`src/rtl/pc_unit_v2_if.sv`:
```
// Decode/fetch-side bundle of the PC unit: redirect controls, ALU flags and the PC/RAS views.
interface pc_unit_v2_if;
    logic        Stall;
    logic        Jump;
    logic        JumpReg;
    logic        Branch;
    logic [2:0]  BrCond;
    logic        ALUZero;
    logic        ALUNeg;
    logic        Link;
    logic        Return;
    logic        Exception;
    logic        ERet;
    logic [25:0] JumpTarget;
    logic [15:0] BranchOffset;
    logic [31:0] RegTarget;
    logic [31:0] PC;
    logic [31:0] PCPlus4;
    logic [31:0] EPC;
    logic [31:0] RASTop;
    logic        RASEmpty;
    logic        Misaligned;

    modport master (
        output Stall, Jump, JumpReg, Branch, BrCond, ALUZero, ALUNeg, Link, Return,
               Exception, ERet, JumpTarget, BranchOffset, RegTarget,
        input  PC, PCPlus4, EPC, RASTop, RASEmpty, Misaligned
    );

    modport slave (
        input  Stall, Jump, JumpReg, Branch, BrCond, ALUZero, ALUNeg, Link, Return,
               Exception, ERet, JumpTarget, BranchOffset, RegTarget,
        output PC, PCPlus4, EPC, RASTop, RASEmpty, Misaligned
    );
endinterface

```
`src/rtl/pc_unit_v2.sv`:
```
// Program-counter unit: branches, jumps, exception/ERET with EPC and a circular return-address stack.
// Optional branch-delay-slot behaviour is enabled by defining PCU_DELAY_SLOT_EN.
module pc_unit_v2 #(
    parameter logic [31:0] RESET_VECTOR = 32'h0000_3000,
    parameter logic [31:0] EXC_VECTOR   = 32'h0000_4180,
    parameter int          RAS_DEPTH    = 4
) (
    input logic         CLK,
    input logic         RST,
    pc_unit_v2_if.slave bus
);
    localparam int            PW       = $clog2(RAS_DEPTH);
    localparam int            CW       = $clog2(RAS_DEPTH + 1);
    localparam logic [CW-1:0] CNT_FULL = CW'(RAS_DEPTH);
    localparam logic [CW-1:0] CNT_ONE  = CW'(1'b1);
    localparam logic [PW-1:0] PTR_ONE  = PW'(1'b1);

    logic [31:0]   pc_q, pc_d;
    logic [31:0]   epc_q, epc_d;
    logic [31:0]   ras_q [RAS_DEPTH];
    logic [31:0]   ras_d [RAS_DEPTH];
    logic [PW-1:0] ptr_q, ptr_d;
    logic [CW-1:0] cnt_q, cnt_d;
    logic [31:0]   ras_top_q, ras_top_d;
    logic          ras_empty_q, ras_empty_d;
    logic          misaligned_q, misaligned_d;

    logic [31:0] pc_plus4_s, jump_tgt_s, br_tgt_s, redir_tgt_s, push_val_s;
    logic        br_taken_s, redirect_s, mis_s, exc_s, ras_en_s, push_s, pop_s, idle_s;

`ifdef PCU_DELAY_SLOT_EN
    typedef enum logic [0:0] {ST_IDLE = 1'b0, ST_PENDING = 1'b1} state_e;
    state_e      state_q, state_d;
    logic [31:0] pend_q, pend_d;
    assign idle_s = (state_q == ST_IDLE);
`else
    assign idle_s = 1'b1;
`endif

    // Decode redirect source, branch condition, misalignment and RAS push/pop requests.
    always_comb begin
        pc_plus4_s = pc_q + 32'd4;
        jump_tgt_s = {pc_plus4_s[31:28], bus.JumpTarget, 2'b00};
        br_tgt_s   = pc_plus4_s + {{14{bus.BranchOffset[15]}}, bus.BranchOffset, 2'b00};
        case (bus.BrCond)
            3'b000:  br_taken_s = bus.ALUZero;
            3'b001:  br_taken_s = ~bus.ALUZero;
            3'b010:  br_taken_s = bus.ALUZero | bus.ALUNeg;
            3'b011:  br_taken_s = ~bus.ALUZero & ~bus.ALUNeg;
            3'b100:  br_taken_s = bus.ALUNeg;
            3'b101:  br_taken_s = ~bus.ALUNeg;
            default: br_taken_s = 1'b0;
        endcase
        if (bus.JumpReg) begin
            redir_tgt_s = bus.RegTarget;
        end else if (bus.Jump) begin
            redir_tgt_s = jump_tgt_s;
        end else begin
            redir_tgt_s = br_tgt_s;
        end
        redirect_s = bus.JumpReg | bus.Jump | (bus.Branch & br_taken_s);
        // A stalled or delay-slot-resolving JumpReg is not a live transfer, so it cannot fault.
        mis_s    = idle_s & ~bus.Stall & bus.JumpReg & (bus.RegTarget[1:0] != 2'b00);
        exc_s    = bus.Exception | mis_s;
        ras_en_s = idle_s & ~exc_s & ~bus.ERet & ~bus.Stall & (bus.Jump | bus.JumpReg);
        push_s   = ras_en_s & bus.Link;
        pop_s    = ras_en_s & bus.JumpReg & bus.Return;
`ifdef PCU_DELAY_SLOT_EN
        push_val_s = pc_q + 32'd8;
`else
        push_val_s = pc_plus4_s;
`endif
    end

    // Next PC / EPC selection in priority order.
    always_comb begin
        epc_d        = epc_q;
        misaligned_d = mis_s;
`ifdef PCU_DELAY_SLOT_EN
        state_d = state_q;
        pend_d  = pend_q;
        if (exc_s) begin
            pc_d    = EXC_VECTOR;
            epc_d   = pc_q;
            state_d = ST_IDLE;
            pend_d  = 32'h0000_0000;
        end else if (bus.ERet) begin
            pc_d    = epc_q;
            state_d = ST_IDLE;
            pend_d  = 32'h0000_0000;
        end else if (bus.Stall) begin
            pc_d = pc_q;
        end else if (state_q == ST_PENDING) begin
            pc_d    = pend_q;
            state_d = ST_IDLE;
        end else if (redirect_s) begin
            pc_d    = pc_plus4_s;
            pend_d  = redir_tgt_s;
            state_d = ST_PENDING;
        end else begin
            pc_d = pc_plus4_s;
        end
`else
        if (exc_s) begin
            pc_d  = EXC_VECTOR;
            epc_d = pc_q;
        end else if (bus.ERet) begin
            pc_d = epc_q;
        end else if (bus.Stall) begin
            pc_d = pc_q;
        end else if (redirect_s) begin
            pc_d = redir_tgt_s;
        end else begin
            pc_d = pc_plus4_s;
        end
`endif
    end

    // Return-address stack: circular buffer, push-when-full overwrites the oldest entry.
    always_comb begin
        ras_d = ras_q;
        ptr_d = ptr_q;
        cnt_d = cnt_q;
        if (push_s && pop_s && (cnt_q != {CW{1'b0}})) begin
            ras_d[ptr_q] = push_val_s;
        end else if (push_s) begin
            ptr_d        = ptr_q + PTR_ONE;
            ras_d[ptr_d] = push_val_s;
            if (cnt_q != CNT_FULL) begin
                cnt_d = cnt_q + CNT_ONE;
            end else begin
                cnt_d = cnt_q;
            end
        end else if (pop_s && (cnt_q != {CW{1'b0}})) begin
            ptr_d = ptr_q - PTR_ONE;
            cnt_d = cnt_q - CNT_ONE;
        end else begin
            cnt_d = cnt_q;
        end
        ras_empty_d = (cnt_d == {CW{1'b0}});
        if (ras_empty_d) begin
            ras_top_d = 32'h0000_0000;
        end else begin
            ras_top_d = ras_d[ptr_d];
        end
    end

    // State registers with asynchronous active-low reset.
    always_ff @(posedge CLK or negedge RST) begin
        if (!RST) begin
            pc_q         <= RESET_VECTOR;
            epc_q        <= 32'h0000_0000;
            ptr_q        <= {PW{1'b0}};
            cnt_q        <= {CW{1'b0}};
            ras_top_q    <= 32'h0000_0000;
            ras_empty_q  <= 1'b1;
            misaligned_q <= 1'b0;
            for (int i = 0; i < RAS_DEPTH; i++) begin
                ras_q[i] <= 32'h0000_0000;
            end
`ifdef PCU_DELAY_SLOT_EN
            state_q <= ST_IDLE;
            pend_q  <= 32'h0000_0000;
`endif
        end else begin
            pc_q         <= pc_d;
            epc_q        <= epc_d;
            ptr_q        <= ptr_d;
            cnt_q        <= cnt_d;
            ras_top_q    <= ras_top_d;
            ras_empty_q  <= ras_empty_d;
            misaligned_q <= misaligned_d;
            ras_q        <= ras_d;
`ifdef PCU_DELAY_SLOT_EN
            state_q <= state_d;
            pend_q  <= pend_d;
`endif
        end
    end

    assign bus.PC         = pc_q;
    assign bus.PCPlus4    = pc_plus4_s;
    assign bus.EPC        = epc_q;
    assign bus.RASTop     = ras_top_q;
    assign bus.RASEmpty   = ras_empty_q;
    assign bus.Misaligned = misaligned_q;
endmodule

```
`src/flat_wrapper.sv`:
```
// flat-port wrapper written by rule: the top's interface ports become plain ports
module pc_unit_v2_flat 
#(
    parameter logic [31:0] RESET_VECTOR = 32'h0000_3000,
    parameter logic [31:0] EXC_VECTOR   = 32'h0000_4180,
    parameter int          RAS_DEPTH    = 4
)
  (CLK, RST, bus_Stall, bus_Jump, bus_JumpReg, bus_Branch, bus_BrCond, bus_ALUZero, bus_ALUNeg, bus_Link, bus_Return, bus_Exception, bus_ERet, bus_JumpTarget, bus_BranchOffset, bus_RegTarget, bus_PC, bus_PCPlus4, bus_EPC, bus_RASTop, bus_RASEmpty, bus_Misaligned);
  pc_unit_v2_if bus_i ();
  input logic CLK;
  input logic RST;
  input wire logic [$bits(bus_i.Stall)-1:0] bus_Stall;
  input wire logic [$bits(bus_i.Jump)-1:0] bus_Jump;
  input wire logic [$bits(bus_i.JumpReg)-1:0] bus_JumpReg;
  input wire logic [$bits(bus_i.Branch)-1:0] bus_Branch;
  input wire logic [$bits(bus_i.BrCond)-1:0] bus_BrCond;
  input wire logic [$bits(bus_i.ALUZero)-1:0] bus_ALUZero;
  input wire logic [$bits(bus_i.ALUNeg)-1:0] bus_ALUNeg;
  input wire logic [$bits(bus_i.Link)-1:0] bus_Link;
  input wire logic [$bits(bus_i.Return)-1:0] bus_Return;
  input wire logic [$bits(bus_i.Exception)-1:0] bus_Exception;
  input wire logic [$bits(bus_i.ERet)-1:0] bus_ERet;
  input wire logic [$bits(bus_i.JumpTarget)-1:0] bus_JumpTarget;
  input wire logic [$bits(bus_i.BranchOffset)-1:0] bus_BranchOffset;
  input wire logic [$bits(bus_i.RegTarget)-1:0] bus_RegTarget;
  output wire logic [$bits(bus_i.PC)-1:0] bus_PC;
  output wire logic [$bits(bus_i.PCPlus4)-1:0] bus_PCPlus4;
  output wire logic [$bits(bus_i.EPC)-1:0] bus_EPC;
  output wire logic [$bits(bus_i.RASTop)-1:0] bus_RASTop;
  output wire logic [$bits(bus_i.RASEmpty)-1:0] bus_RASEmpty;
  output wire logic [$bits(bus_i.Misaligned)-1:0] bus_Misaligned;
  assign bus_i.Stall = bus_Stall;
  assign bus_i.Jump = bus_Jump;
  assign bus_i.JumpReg = bus_JumpReg;
  assign bus_i.Branch = bus_Branch;
  assign bus_i.BrCond = bus_BrCond;
  assign bus_i.ALUZero = bus_ALUZero;
  assign bus_i.ALUNeg = bus_ALUNeg;
  assign bus_i.Link = bus_Link;
  assign bus_i.Return = bus_Return;
  assign bus_i.Exception = bus_Exception;
  assign bus_i.ERet = bus_ERet;
  assign bus_i.JumpTarget = bus_JumpTarget;
  assign bus_i.BranchOffset = bus_BranchOffset;
  assign bus_i.RegTarget = bus_RegTarget;
  assign bus_PC = bus_i.PC;
  assign bus_PCPlus4 = bus_i.PCPlus4;
  assign bus_EPC = bus_i.EPC;
  assign bus_RASTop = bus_i.RASTop;
  assign bus_RASEmpty = bus_i.RASEmpty;
  assign bus_Misaligned = bus_i.Misaligned;
  pc_unit_v2 #(.RESET_VECTOR(RESET_VECTOR), .EXC_VECTOR(EXC_VECTOR), .RAS_DEPTH(RAS_DEPTH)) u_core (.CLK(CLK), .RST(RST), .bus(bus_i));
endmodule
```
`config.mk`:
```
export PLATFORM = sky130hd
export DESIGN_NAME = pc_unit_v2_flat
export DESIGN_NICKNAME = d
export VERILOG_FILES = /design/src/rtl/pc_unit_v2_if.sv /design/src/rtl/pc_unit_v2.sv /design/src/flat_wrapper.sv
export SDC_FILE = /design/constraint.sdc
export NUM_CORES = 1
export LEC_CHECK = 0
export CORE_MARGIN = 2
export CORE_UTILIZATION = 50
export CTS_BUF_LIST = sky130_fd_sc_hd__clkbuf_16
export CTS_CLUSTER_DIAMETER = 200
export DETAILED_ROUTE_END_ITERATION = 10
export MAX_ROUTING_LAYER = met4
export PLACE_DENSITY = 0.84
export SLEW_MARGIN = 30
export SYNTH_ARGS = -nofsm -noshare
export SYNTH_HDL_FRONTEND = slang
export SYNTH_SLANG_ARGS = --single-unit
export TNS_END_PERCENT = 10
```
`constraint.sdc`:
```
create_clock -name CLK -period 4.17 [get_ports CLK]
set_input_delay 1.0425 -clock CLK [delete_from_list [all_inputs] [get_ports CLK]]
set_output_delay 1.0425 -clock CLK [all_outputs]
set_load 0.1 [all_outputs]
```
==> flow_summary.yaml <==
outcome:
  status: "complete, no violations"
routing:
  drc: 0
  via_count: 13115
  ant_nets: 0
  dr.pass1.iters: 5
  dr.first_iter.drc_count: 1505
  routedWlPerCell_um: 22.9
  avgViaCountPerCell: 6.26
  routed_wl_um: 48000
floorplan:
  start_util: 0.510
  rows: 59
  die_w_um: 167
  core_area_um2: 26100
  fp.dieH_um: 167
  dieArea_um2: 27900
  io_pins: 219
placed_design:
  dpl.cell_count: 2048
  hpwl_um: 35500
  place_area_um2: 16600
  dpl_worst_slack_ns: -0.193
  place_congestion: 1.01
  port_buffers: 218
cells_and_area:
  final_layout_size_suffix_gt1_frac: 0.163
  syn_to_final_growth_pct: 31.1
  nets: 1877
  final_core_util: 0.668
  final_area_um2: 17400
  stdcell_count: 2095
sta:
  max_slew_margin: 0.318
  rsz0062_at_grt: "yes"
  worstMarginPinSlew_ns: 1.02
  fin_hold_ws_ns: 0.493
  fmax_mhz: 243
  finClkSkew_ns: 0.0230
  min_period_ns: 4.11
  slew_viol_final: 0
  post-route-period-util: 0.986
  hold_viol_final: 0
  layout_setup_ws_ns: 0.0574
  setup_tns_ns: 0
  setup_viol_count_final: 0
power:
  power.total_mw: 9.12
  powerDensity_nw_per_um2: 524
  power_leakage_nw: 7.70
  peakVddDrop_uv: 528
clocking:
  cts.clk_slew.worst_paths_ns: 0.06
  clkSinkCount: 231
  insertion_delay_ns: 0.53
  cts_tree: "yes"
  cts_buffer_depth: 3
  h-tree-depth: 1
  cts_hold_buf: 0
  numCtsBuffers: 25
  root_buffer: "clkbuf_16"
logic_synthesis:
  synth_nets: 1620
  synth_edf_count: 0
  synth_seq_cells: 231
  async_flop_share: 1.00
  synth.avg_cell_area_um2: 8.94
  synth_ff_type: "dfrtp_1"
  synthCells: 1487
  ys_seq_area_frac: 0.435
  ys_warn_count: 0
  syn_area_um2: 13300
  netlist-cell-type-count: 90
worst_setup_path:
  worst_setup_path_start_kind: "flop"
  cp.arrival_ns: 4.53
  critPathSlowestCell: "dfstp_4"
  crit_required_ns: 4.59
  end_kind: "flop"
  path_buf_inv: 3
  crit_family: "simple AND/OR/NAND/NOR gates"
  critPathMaxStageDelay_ns: 0.66
  path_class: "flop to flop"
  cp_cell_sequence: "nand4_4 > nor4_4 > buf_4 > xnor2_1 > inv_1 > ha_1 > nand4_1 > or3_1 > a31oi_2 > buf_4 > a31oi_1 > xnor2_1 > nand2_1 > a221oi_1"
  cp_max_fo: 6
global_routing:
  track_usage: 0.347
  grt_max_degree: 86
  grt_pass1_wl_um: 73800
  antenna_found_initial: 1
  grt_pass1_vias: 12723
  gr-total-overflow: 0
run:
  drv_cap: 0
worst_hold_path:
  hold_path_class: "flop to flop"
[power by group]
group | internal [mW] | switching [mW]
logic | 1.26 | 2.73
registers | 2.81 | 0.286
clock network | 1.14 | 0.899
total | 5.21 | 3.91
[worst reg2reg max path, stage by stage, from the launching register on]
cell	delay, ns
dfstp_4	0.66
nand4_4	0.18
nor4_4	0.41
buf_4	0.18
xnor2_1	0.24
inv_1	0.21
ha_1	0.43
nand4_1	0.19
or3_1	0.44
a31oi_2	0.31
buf_4	0.17
a31oi_1	0.09
xnor2_1	0.20
nand2_1	0.08
a221oi_1	0.23
[timing repair]
item                       4_1_cts  5_1_grt
pin swaps                        0        3
gates resized for setup          1        7
buffers inserted                 0        4
setup endpoints to repair        1       11
[cell usage after synthesis (13+ instances only)]
cell type	instances	area [µm²]
a21oi_1	191	956
xor2_1	19	166
a211oi_1	60	450
o22ai_1	22	138
nor2_1	181	679
o21ai_0	58	290
nand2_1	169	634
and3_1	13	81.3
ha_1	43	538
nand3_1	22	110
mux2_2	18	203
mux2i_1	38	380
clkbuf_1	47	176
inv_1	58	218
dfrtp_1	228	5710
buf_2	38	190
nand4_1	16	100
xnor2_1	27	236
nand2b_1	17	106
[final timing paths]
path	depth (start not counted)	to	from	slack, ns
worst min register to register	1	u_core.ras_q[0]	u_core.ras_q[0]	0.49
min in group asynchronous	1	u_core.bus.RASTop[0]	RST	0.52
worst max register to register	14	u_core.bus.PC[27]	u_core.bus.PC[12]	0.06
worst min-delay path	1	u_core.ras_q[0]	u_core.ras_q[0]	0.49
max in group asynchronous	2	u_core.bus.PC[17]	RST	2.72
worst max-delay path	14	u_core.bus.PC[27]	u_core.bus.PC[12]	0.06
[area by class of cell]
class                      instances  area (µm²)
tap                              335         419
timing repair buffer             328        3070
multi-input combinational       1099        7120
antenna                            1        2.50
fill                            2003        8640
clock buffer                      25         626
sequential                       231        5840
inverter                          59         240
clock inverter                    17         111
[flip-flops by register name (all words and copies together) (netlist names)]
register / flops
u_core.bus.EPC: 32
u_core.bus.Misaligned: 1
u_core.bus.PC: 32
u_core.bus.RASEmpty: 1
u_core.bus.RASTop: 32
u_core.cnt_q: 3
u_core.ptr_q: 2
u_core.ras_q: 128
[cell families after synthesis]
kind of cell | synth area share
AO/OA/AOI/OAI | 0.228
XOR/XNOR | 0.0336
adder cells (fa/ha/maj) | 0.0420
buffers and inverters | 0.0516
flip-flops | 0.435
multiplexers | 0.0447
AND/OR/NAND/NOR | 0.165
[layer usage]
layer  GRT usage  share of wire  up-vias
li1            -              -     5842
met1       0.467           0.40     6359
met2       0.536           0.46      799
met3      0.0594          0.099      115
met4       0.114          0.036        0
met5           -              0        -
[layout by cell type (no fill, tap or decap), drive strengths merged, types with 6 or more instances in the layout]
| master | netlist | layout |
|---|---|---|
| a2111oi | 9 | 9 |
| a211o | 12 | 12 |
| a211oi | 61 | 61 |
| a21o | 9 | 9 |
| a21oi | 194 | 194 |
| a221oi | 9 | 9 |
| a31oi | 8 | 8 |
| and2 | 6 | 6 |
| and3 | 13 | 13 |
| buf | 51 | 144 |
| clkbuf | 47 | 25 |
| clkdlybuf4s50 | 0 | 184 |
| clkinv | 0 | 9 |
| clkinvlp | 0 | 7 |
| dfrtp | 228 | 228 |
| ha | 43 | 43 |
| inv | 59 | 59 |
| mux2 | 19 | 19 |
| mux2i | 38 | 38 |
| nand2 | 170 | 170 |
| nand2b | 17 | 17 |
| nand3 | 24 | 24 |
| nand4 | 19 | 19 |
| nor2 | 183 | 183 |
| nor2b | 7 | 7 |
| nor3 | 16 | 16 |
| o211ai | 12 | 12 |
| o21a | 10 | 10 |
| o21ai | 63 | 63 |
| o221ai | 7 | 7 |
| o22ai | 22 | 22 |
| o41ai | 6 | 6 |
| or3 | 7 | 7 |
| xnor2 | 29 | 29 |
| xor2 | 19 | 19 |
No activity file was read; power rests on OpenSTA's default activity.
